`config.mk`:
```
export PLATFORM = sky130hd
export DESIGN_NAME = cpu_mem_responder
export DESIGN_NICKNAME = d
export VERILOG_FILES = /design/src/rtl/cpu_mem_resp_pkg.sv /design/src/rtl/mem_resp_port_capture.sv /design/src/rtl/cpu_mem_responder.sv
export SDC_FILE = /design/constraint.sdc
export NUM_CORES = 1
export LEC_CHECK = 0
export CAP_MARGIN = 0
export CORE_MARGIN = 2
export CORE_UTILIZATION = 45
export CTS_CLUSTER_SIZE = 25
export DETAILED_ROUTE_END_ITERATION = 7
export GPL_ROUTABILITY_DRIVEN = 0
export PLACE_DENSITY = 0.91
export SLEW_MARGIN = 20
export SYNTH_ARGS = -nofsm -noshare
export SYNTH_HDL_FRONTEND = slang
export SYNTH_SLANG_ARGS = --single-unit
```
`constraint.sdc`:
```
create_clock -name clk -period 8.5 [get_ports clk]
set_input_delay 1.7 -clock clk [delete_from_list [all_inputs] [get_ports clk]]
set_output_delay 1.7 -clock clk [all_outputs]
set_load 0.005 [all_outputs]
```
`src/rtl/cpu_mem_resp_pkg.sv`:
```
// Shared types and constants for the CPU memory responder.
// Holds the FSM state encoding, port select constants and default widths.
package cpu_mem_resp_pkg;

    localparam int DEF_ADDR_W = 30;
    localparam int DEF_DATA_W = 32;
    localparam int LANES      = DEF_DATA_W / 8;

    typedef enum logic [2:0] {
        IDLE,
        D_REQ,
        D_WAIT,
        I_REQ,
        I_WAIT
    } state_t;

    localparam logic PORT_D = 1'b0;
    localparam logic PORT_I = 1'b1;

endpackage

```
`src/rtl/mem_resp_port_capture.sv`:
```
// Capture register for one CPU port: latches a read or write request while idle
// and holds it until the responder clears it after serving.
module mem_resp_port_capture
    import cpu_mem_resp_pkg::*;
#(
    parameter int AW = DEF_ADDR_W,
    parameter int DW = DEF_DATA_W
) (
    input  logic             clk,
    input  logic             rst,
    input  logic             load,
    input  logic             clear,
    input  logic [31:0]      addr,
    input  logic [LANES-1:0] we,
    input  logic             re,
    input  logic [DW-1:0]    din,
    output logic             req,
    output logic             valid,
    output logic             rnw,
    output logic [AW-1:0]    waddr,
    output logic [LANES-1:0] mask,
    output logic [DW-1:0]    wdata
);

    // Byte offset never reaches the word-addressed backing memory.
    logic unused_lsb;
    assign unused_lsb = ^addr[1:0];

    // A nonzero write enable wins over a simultaneous read request.
    assign req = (we != '0) | re;

    always_ff @(posedge clk or posedge rst) begin
        if (rst) begin
            valid <= 1'b0;
            rnw   <= 1'b0;
            waddr <= '0;
            mask  <= '0;
            wdata <= '0;
        end else if (clear) begin
            valid <= 1'b0;
        end else if (load && req) begin
            valid <= 1'b1;
            rnw   <= (we == '0);
            waddr <= addr[AW+1:2];
            mask  <= we;
            wdata <= din;
        end
    end

endmodule

```
`src/rtl/cpu_mem_responder.sv`:
```
// Serves the CPU dcache and icache ports through one backing-memory handshake, dcache first.
// Optional CPU_MEM_RESP_IBUF_EN adds a one-entry instruction buffer that skips repeat fetches.
module cpu_mem_responder
    import cpu_mem_resp_pkg::*;
#(
    parameter int ADDR_W = DEF_ADDR_W,
    parameter int DATA_W = DEF_DATA_W
) (
    input  logic              clk,
    input  logic              rst,
    input  logic [31:0]       dcache_addr,
    input  logic [LANES-1:0]  dcache_we,
    input  logic              dcache_re,
    input  logic [DATA_W-1:0] dcache_din,
    output logic [DATA_W-1:0] dcache_dout,
    input  logic [31:0]       icache_addr,
    input  logic [LANES-1:0]  icache_we,
    input  logic              icache_re,
    input  logic [DATA_W-1:0] icache_din,
    output logic [DATA_W-1:0] instruction,
    output logic              stall,
    output logic              mem_req_valid,
    input  logic              mem_req_ready,
    output logic              mem_req_rnw,
    output logic [ADDR_W-1:0] mem_req_addr,
    output logic [DATA_W-1:0] mem_req_wdata,
    output logic [LANES-1:0]  mem_req_mask,
    input  logic              mem_rdata_valid,
    input  logic [DATA_W-1:0] mem_rdata
);

    state_t state, state_nx;

    logic              idle, accept, sel, ibuf_hit;
    logic              d_req, d_valid, d_rnw, d_clear;
    logic              i_req, i_valid, i_rnw, i_clear;
    logic [ADDR_W-1:0] d_addr, i_addr;
    logic [LANES-1:0]  d_mask, i_mask;
    logic [DATA_W-1:0] d_wdata, i_wdata;

    assign idle    = (state == IDLE);
    assign accept  = mem_req_valid & mem_req_ready;
    assign d_clear = (state == D_REQ && accept && !d_rnw) || (state == D_WAIT && mem_rdata_valid);
    assign i_clear = (state == I_REQ && accept && !i_rnw) || (state == I_WAIT && mem_rdata_valid);

    mem_resp_port_capture #(.AW(ADDR_W), .DW(DATA_W)) u_dcap (
        .clk(clk), .rst(rst), .load(idle), .clear(d_clear),
        .addr(dcache_addr), .we(dcache_we), .re(dcache_re), .din(dcache_din),
        .req(d_req), .valid(d_valid), .rnw(d_rnw), .waddr(d_addr), .mask(d_mask), .wdata(d_wdata)
    );

    mem_resp_port_capture #(.AW(ADDR_W), .DW(DATA_W)) u_icap (
        .clk(clk), .rst(rst), .load(idle && !ibuf_hit), .clear(i_clear),
        .addr(icache_addr), .we(icache_we), .re(icache_re), .din(icache_din),
        .req(i_req), .valid(i_valid), .rnw(i_rnw), .waddr(i_addr), .mask(i_mask), .wdata(i_wdata)
    );

`ifdef CPU_MEM_RESP_IBUF_EN
    logic [ADDR_W-1:0] ibuf_tag;
    logic              ibuf_valid;

    // Only a lone fetch may be satisfied from the buffer; anything else walks the FSM.
    assign ibuf_hit = ibuf_valid && icache_re && (icache_we == '0) && !d_req &&
                      (icache_addr[ADDR_W+1:2] == ibuf_tag);

    always_ff @(posedge clk or posedge rst) begin
        if (rst) begin
            ibuf_tag   <= '0;
            ibuf_valid <= 1'b0;
        end else if (state == I_WAIT && mem_rdata_valid) begin
            ibuf_tag   <= i_addr;
            ibuf_valid <= 1'b1;
        end else if (accept && !mem_req_rnw && mem_req_addr == ibuf_tag) begin
            ibuf_valid <= 1'b0;
        end
    end
`else
    assign ibuf_hit = 1'b0;
`endif

    always_ff @(posedge clk or posedge rst) begin
        if (rst) state <= IDLE;
        else     state <= state_nx;
    end

    always_comb begin
        state_nx      = state;
        stall         = (state != IDLE);
        mem_req_valid = (state == D_REQ && d_valid) || (state == I_REQ && i_valid);
        sel           = (state == I_REQ) ? PORT_I : PORT_D;
        case (state)
            IDLE:    if (d_req) state_nx = D_REQ;
                     else if (i_req && !ibuf_hit) state_nx = I_REQ;
            D_REQ:   if (accept) state_nx = d_rnw ? D_WAIT : (i_valid ? I_REQ : IDLE);
            D_WAIT:  if (mem_rdata_valid) state_nx = i_valid ? I_REQ : IDLE;
            I_REQ:   if (accept) state_nx = i_rnw ? I_WAIT : IDLE;
            I_WAIT:  if (mem_rdata_valid) state_nx = IDLE;
            default: state_nx = IDLE;
        endcase
    end

    assign mem_req_rnw   = (sel == PORT_I) ? i_rnw   : d_rnw;
    assign mem_req_addr  = (sel == PORT_I) ? i_addr  : d_addr;
    assign mem_req_wdata = (sel == PORT_I) ? i_wdata : d_wdata;
    assign mem_req_mask  = mem_req_rnw ? '0 : ((sel == PORT_I) ? i_mask : d_mask);

    always_ff @(posedge clk or posedge rst) begin
        if (rst) begin
            dcache_dout <= '0;
            instruction <= '0;
        end else begin
            if (state == D_WAIT && mem_rdata_valid) dcache_dout <= mem_rdata;
            if (state == I_WAIT && mem_rdata_valid) instruction <= mem_rdata;
        end
    end

endmodule
```
==> impl_results.md, run 1 <==
* Tcrit/Tclk final at 0.5736
* Post-synth net total at 742
* Register area share after synthesis at 0.5920
* Hold_buf cts at 0
* Number of global-route vias before repair at 6338
* Initial DRC Count at 168
* Remaining DRCs at 0
* Post-synth EDFFs at 0
* Yosys reg bits at 203
* Die W at 142.1 microns
* Routing usage on met1 at 0.2417
* Fmax at 0.2051 GHz
* Primary FF master, synth: dfrtp_1
* RSZ-0062 raised after global routing: no
* Cells after Synth at 568
* Share of layout cells above drive strength 1 at 0.3364
* Gr ovfl total at 0
* Synth warn at 0
* Post-Route WL at 21590 microns
* Post-synth top area share at 0.5920
* CTS Buf Count at 22
* Final Hold Fails at 0
* Largest fanout on the critical path at 72
* CTS resizes at 0
* Routed Antenna Nets at 0
* Gr usage total at 0.2068
* Final setup violating endpoints at 0
* Fin Clk Skew at 0.007903 ns
* Std-Cell Core Area at 18710 sq um
* Hold_ws at 0.4752 ns
* Crit path time final at 4.876 ns
* H-tree levels at 1
* Io pins at 307
* Area of the multi-input gates at 3306 sq um
* Layout fillers at 1278
* Origin of the critical flop-to-flop path: state[1]
* Setup Fix Bufs, Post-CTS at 0
* CTS tree: built
* Commonest non-fill, non-tap cell in the layout: clkdlybuf4s50_1
* Vias per cell at 5.160
* Hold/Removal Path Class: reg -> reg
* Slew headroom at 0.3089
* Gr busiest metal: met2
* DRT Pass-1 Iters at 4
* Largest net degree at the start of global routing at 125
* Ys async rst share at 1.000
* CTS clk-pin slew, worst paths at 0.06 ns
* FF-to-FF path depth at 4
* Clock Sinks at 203
* Synth cell types at 28
* Routed WL per cell at 19.32 microns
* Die Ht at 142.1 microns
* Post-synth top area cell: dfrtp_1
* Max cap viols at 0
* Starting Density at 0.4587
* CTS max path bufs at 3
* Met3 Usage GRT at 0.08950
* Maximum VDD drop at 248.0 uV
* CP Capture Point: mem_req_wdata[7]
* Fin Setup TNS at 0 ns
* Port Buf Inserts at 302
* Final nets at 1041
* Global-route wire length before repair at 33130 microns
* CP startpoint: state[0]
* Slew @ Worst Pin at 1.037 ns
* Die area at 20190 sq um
* Required time of the critical path at 6.80 ns
* Worst setup EP type: output port
* Critical path type: reg -> out
* Diode count at 0
* Syn avg cell area at 15.11 sq um
* Row cnt at 50
* Status: finished, final reports clean
* Root buffer cell: clkbuf_16
* Critical R2R Capture: u_icap.waddr[2]
* Worst-Skew Late Latency at 0.50 ns
* Commonest cells after routing, fill and taps aside: clkdlybuf4s50_1, mux2_2, dfrtp_1, nand2_1, clkbuf_16
* Top post-synthesis cells by area: dfrtp_1, mux2_2, nand2_1
* CP arrival at 3.18 ns
* DR vias at 5764
* Area grow syn2layout at 46.11%
* Reg2Reg Setup Slack at 5.79 ns
* GRT met2 Usage at 0.3504
* Post-Syn Area at 8581 sq um
* Slew Limit Fails at 0
* PwrDens at 391.9 nW/um^2
* Initial antenna violation count at 0
* Worst setup SP type: flop
* Lkg Pwr at 5.304 nW
* Post-DP HPWL at 14570 microns
* Reg area at 5080 sq um
[power by group]
part / total, mW / internal (mW) / leakage [nW] / switching [mW]
combinational: 2.20 / 1.45 / 2.47 / 0.742
sequential: 1.70 / 1.44 / 2.46 / 0.259
clock: 1.01 / 0.622 / 0.378 / 0.393
[how the worst min path moves through the flow]
stage,endpoint,slack (ns),from,cells after the start
after floorplan,u_dcap.mask[0],0.44,u_dcap.mask[0],2
after global placement,u_dcap.mask[0],0.46,u_dcap.mask[0],2
after detailed placement,u_dcap.mask[0],0.46,u_dcap.mask[0],2
after CTS,u_dcap.mask[0],0.48,u_dcap.mask[0],2
after global routing,u_dcap.mask[1],0.51,u_dcap.mask[1],2
final,u_dcap.mask[0],0.48,u_dcap.mask[0],2
[metrics by stage]
stage / worst slack [ns] / instances / utilization / total power, mW / cell area, sq um
2_1_floorplan: 1.261 / 568 / - / 2.796 / 8581
3_3_place_gp: 3.879 / 1077 / 0.6284 / 3.841 / 11750
3_5_place_dp: 3.877 / 1077 / 0.6284 / 3.913 / 11750
4_1_cts: 3.582 / 1117 / 0.6700 / 4.970 / 12530
5_1_grt: 3.491 / 1117 / 0.6702 / 5.187 / 12540
6_report: 3.624 / 1117 / 0.6702 / 4.914 / 12540
[flip-flops by register name, indices dropped and copies added, names as in the netlist]
register      flops
u_icap.wdata     32
u_dcap.wdata     32
dcache_dout      32
u_icap.waddr     30
instruction      32
u_icap.valid      1
u_dcap.mask       4
u_icap.mask       4
state             3
u_dcap.rnw        1
u_dcap.waddr     30
u_dcap.valid      1
u_icap.rnw        1
[synthesized netlist by cell type, types with 2 or more instances]
cell type  instances
clkbuf_1           2
buf_4             11
nand3b_1           5
o21ai_0           10
a31oi_1            2
o21ai_4            2
mux2_2           246
nor2b_1            2
nor2_1             5
buf_2             15
nand2_1           32
inv_1              2
nand3_1            3
dfrtp_1          203
nand2b_1           5
buf_6              4
mux2_1             6
or4_4              3
[kinds of logic after synthesis]
kind of cell / count (synthesis) / synth area share
AOI/OAI and AO/OA: 16 / 0.01327
xor gates and xnor gates: 1 / 0.001021
buffers and inverters: 34 / 0.02537
DFF: 203 / 0.5920
muxes: 252 / 0.3307
and+or+nand+nor: 62 / 0.03762
[worst max-delay path, stage by stage, from the launching register on]
cell and delay, ns:
dfrtp_1 0.52, nor2b_1 0.46, nand2_4 0.60, mux2_2 0.53, clkdlybuf4s50_1 0.48
[final cells by class]
| class | instances | area share |
|---|---|---|
| well taps | 234 | 0.02335 |
| multi-input cells | 331 | 0.2637 |
| clock inverters | 10 | 0.01098 |
| inverters | 2 | 0.001198 |
| flip-flops and latches | 203 | 0.4052 |
| repair buffers | 307 | 0.2444 |
| clock buffers | 30 | 0.05120 |
[routing by layer]
layer	wire length [microns]	vias up
met5	0	-
met4	431	0
met3	2459	32
met2	10390	241
met1	8299	2872
li1	-	2619
Note: power is estimated with default switching activity, not from simulation.
==> run 2: changes to the inputs <==
- clock period: 8.5 -> 4.52 ns (I/O delays scaled with it)
==> run 2 against run 1 <==
- routed wire length fell by 2.2%
- sequential power rose by 87%
- clock skew fell by 0.0022 ns
- non-clock buffer count rose by 4
==> impl_results.md, run 2 (synthesized netlist as in run 1, its figures left out) <==
* Io pins at 307 (unchanged)
* Worst path cell trace: nor2b_1, nand2_4, buf_12, mux2_2, clkdlybuf4s50_1 (was nor2b_1, nand2_4, mux2_2, clkdlybuf4s50_1)
* Routed Antenna Nets at 0 (unchanged)
* Required time of the critical path at 3.62 ns (was 6.80 ns)
* Std-Cell Core Area at 18710 sq um (unchanged)
* Critical path type: reg -> out (unchanged)
* Fin Setup TNS at 0 ns (unchanged)
* CTS tree: built (unchanged)
* PwrDens at 734.2 nW/um^2 (was 391.9 nW/um^2)
* Initial antenna violation count at 0 (unchanged)
* Starting Density at 0.4587 (unchanged)
* Vias per cell at 5.109 (was 5.160)
* Final setup violating endpoints at 0 (unchanged)
* Slowest cell on crit path: clkdlybuf4s50_1 (was nand2_4)
* Slew headroom at 0.4301 (was 0.3089)
* Hold/Removal Path Class: reg -> reg (unchanged)
* CP startpoint: state[0] (unchanged)
* Number of global-route vias before repair at 6235 (was 6338)
* Worst setup EP type: output port (unchanged)
* Gr usage total at 0.2070 (was 0.2068)
* RSZ-0062 raised after global routing: no (unchanged)
* CTS Buf Count at 22 (unchanged)
* Lkg Pwr at 5.340 nW (was 5.304 nW)
* Status: finished, final reports clean (unchanged)
* Row cnt at 50 (unchanged)
* Slew Limit Fails at 0 (unchanged)
* Fin Clk Skew at 0.005689 ns (was 0.007903 ns)
* Fmax at 0.2556 GHz
* H-tree levels at 1 (unchanged)
* Maximum VDD drop at 455.9 uV (was 248.0 uV)
* Share of layout cells above drive strength 1 at 0.3375 (was 0.3364)
* Post-DP HPWL at 14720 microns (was 14570 microns)
* Gr ovfl total at 0 (unchanged)
* Die Ht at 142.1 microns (unchanged)
* Post-Route WL at 21120 microns (was 21590 microns)
* Crit path time final at 3.912 ns
* Commonest non-fill, non-tap cell in the layout: clkdlybuf4s50_1 (unchanged)
* Routed WL per cell at 18.91 microns (was 19.32 microns)
* Worst Hold Launch: u_icap.mask[2] (was u_dcap.mask[0])
* Max cap viols at 0 (unchanged)
* Worst Slack Setup Final at 0.6075 ns (was 3.624 ns)
* CP arrival at 3.01 ns (was 3.18 ns)
* Largest fanout on the critical path at 44 (was 72)
* Die area at 20190 sq um (unchanged)
* Diode count at 0 (unchanged)
* Tcrit/Tclk final at 0.8656
* DRT Pass-1 Iters at 4 (unchanged)
* Setup Fix Bufs, Post-CTS at 0 (unchanged)
* Initial DRC Count at 106 (was 168)
* CTS clk-pin slew, worst paths at 0.06 ns (about the same)
* Worst setup SP type: flop (unchanged)
* Layout fillers at 1263 (was 1278)
* Pre-CTS setup slack at 1.127 ns (was 3.877 ns)
* Remaining DRCs at 0 (unchanged)
* Largest net degree at the start of global routing at 100 (was 125)
* Port Buf Inserts at 302 (unchanged)
* Final nets at 1045 (was 1041)
* Hold_buf cts at 0 (unchanged)
* DR vias at 5707 (was 5764)
* Clock Sinks at 203 (unchanged)
* Origin of the critical flop-to-flop path: state[1] (unchanged)
* Global-route wire length before repair at 33110 microns (was 33130 microns)
* Max incr delay on CP at 0.52 ns (was 0.60 ns)
* Root buffer cell: clkbuf_16 (unchanged)
* CTS max path bufs at 3 (unchanged)
* Final Hold Fails at 0 (unchanged)
* CTS resizes at 0 (unchanged)
* Worst-Skew Late Latency at 0.50 ns (about the same)
* Commonest cells after routing, fill and taps aside: clkdlybuf4s50_1, mux2_2, dfrtp_1, nand2_1, clkbuf_16 (unchanged)
* Die W at 142.1 microns (unchanged)
* Area grow syn2layout at 46.88% (was 46.11%)
* Slew @ Worst Pin at 0.8502 ns (was 1.037 ns)
==> run 2: changes by cell type in the layout (fill, tap and decap cells not counted), sizes merged <==
cell / change
buf: +4
clkinv: -2
bufinv: +1
clkbuf: -1
clkinvlp: -1
inv: -1
==> run 2: layout make-up <==
cell class | count | area (sq um) | area share
tap | 234 | 292.8 | 0.02323
clock buffer | 29 | 638.1 | 0.05063
timing repair buffer | 311 | 3141 | 0.2492
sequential | 203 | 5080 | 0.4031
inverter | 2 | 11.26 | 0.0008935
clock inverter | 7 | 135.1 | 0.01072
multi-input combinational | 331 | 3306 | 0.2623
==> run 2: per-layer routing <==
layer	track usage	part of all wire	vias up
met5	0	0	-
met2	0.3427	0.46	253
met3	0.08984	0.12	37
met4	0.05947	0.027	0
met1	0.2466	0.39	2787
li1	-	-	2630
==> run 2: stage by stage <==
| stage | instances | utilization | hold slack (ns) | area, sq um | total power, mW |
|---|---|---|---|---|---|
| detailed placement | 1081 | 0.6324 | 0.4637 | 11830 | 7.400 |
| finish | 1117 | 0.6738 | 0.4750 | 12600 | 9.253 |
| CTS | 1117 | 0.6738 | 0.4780 | 12600 | 9.368 |
| global placement | 1081 | 0.6324 | 0.4625 | 11830 | 7.263 |
| global route | 1117 | 0.6738 | 0.5058 | 12600 | 9.793 |
| floorplan | 568 | - | 0.4450 | 8584 | 5.259 |
==> run 2: final timing paths <==
check | slack (ns) | depth (start not counted) | end
worst max-delay path | 0.61 | 5 | mem_req_addr[8]
worst min-delay path | 0.47 | 2 | u_icap.mask[2]
worst max register to register | 2.16 | 4 | u_icap.waddr[1]
worst min register to register | 0.47 | 2 | u_icap.mask[2]
max in group asynchronous | 2.71 | 3 | u_icap.waddr[12]
min in group asynchronous | 0.86 | 2 | instruction[11]
==> run 2: where the power goes <==
group | internal, mW | switching, mW
clock | 1.21 | 0.698
sequential | 2.71 | 0.464
combinational | 2.76 | 1.40
total | 6.69 | 2.56
==> run 2: worst max-delay path, delay by kind of cell, from the launching register on <==
kind	cells	cell delay, ns
buffers and inverters	2	0.83
DFF	1	0.50
muxes	1	0.29
and+or+nand+nor	2	0.83
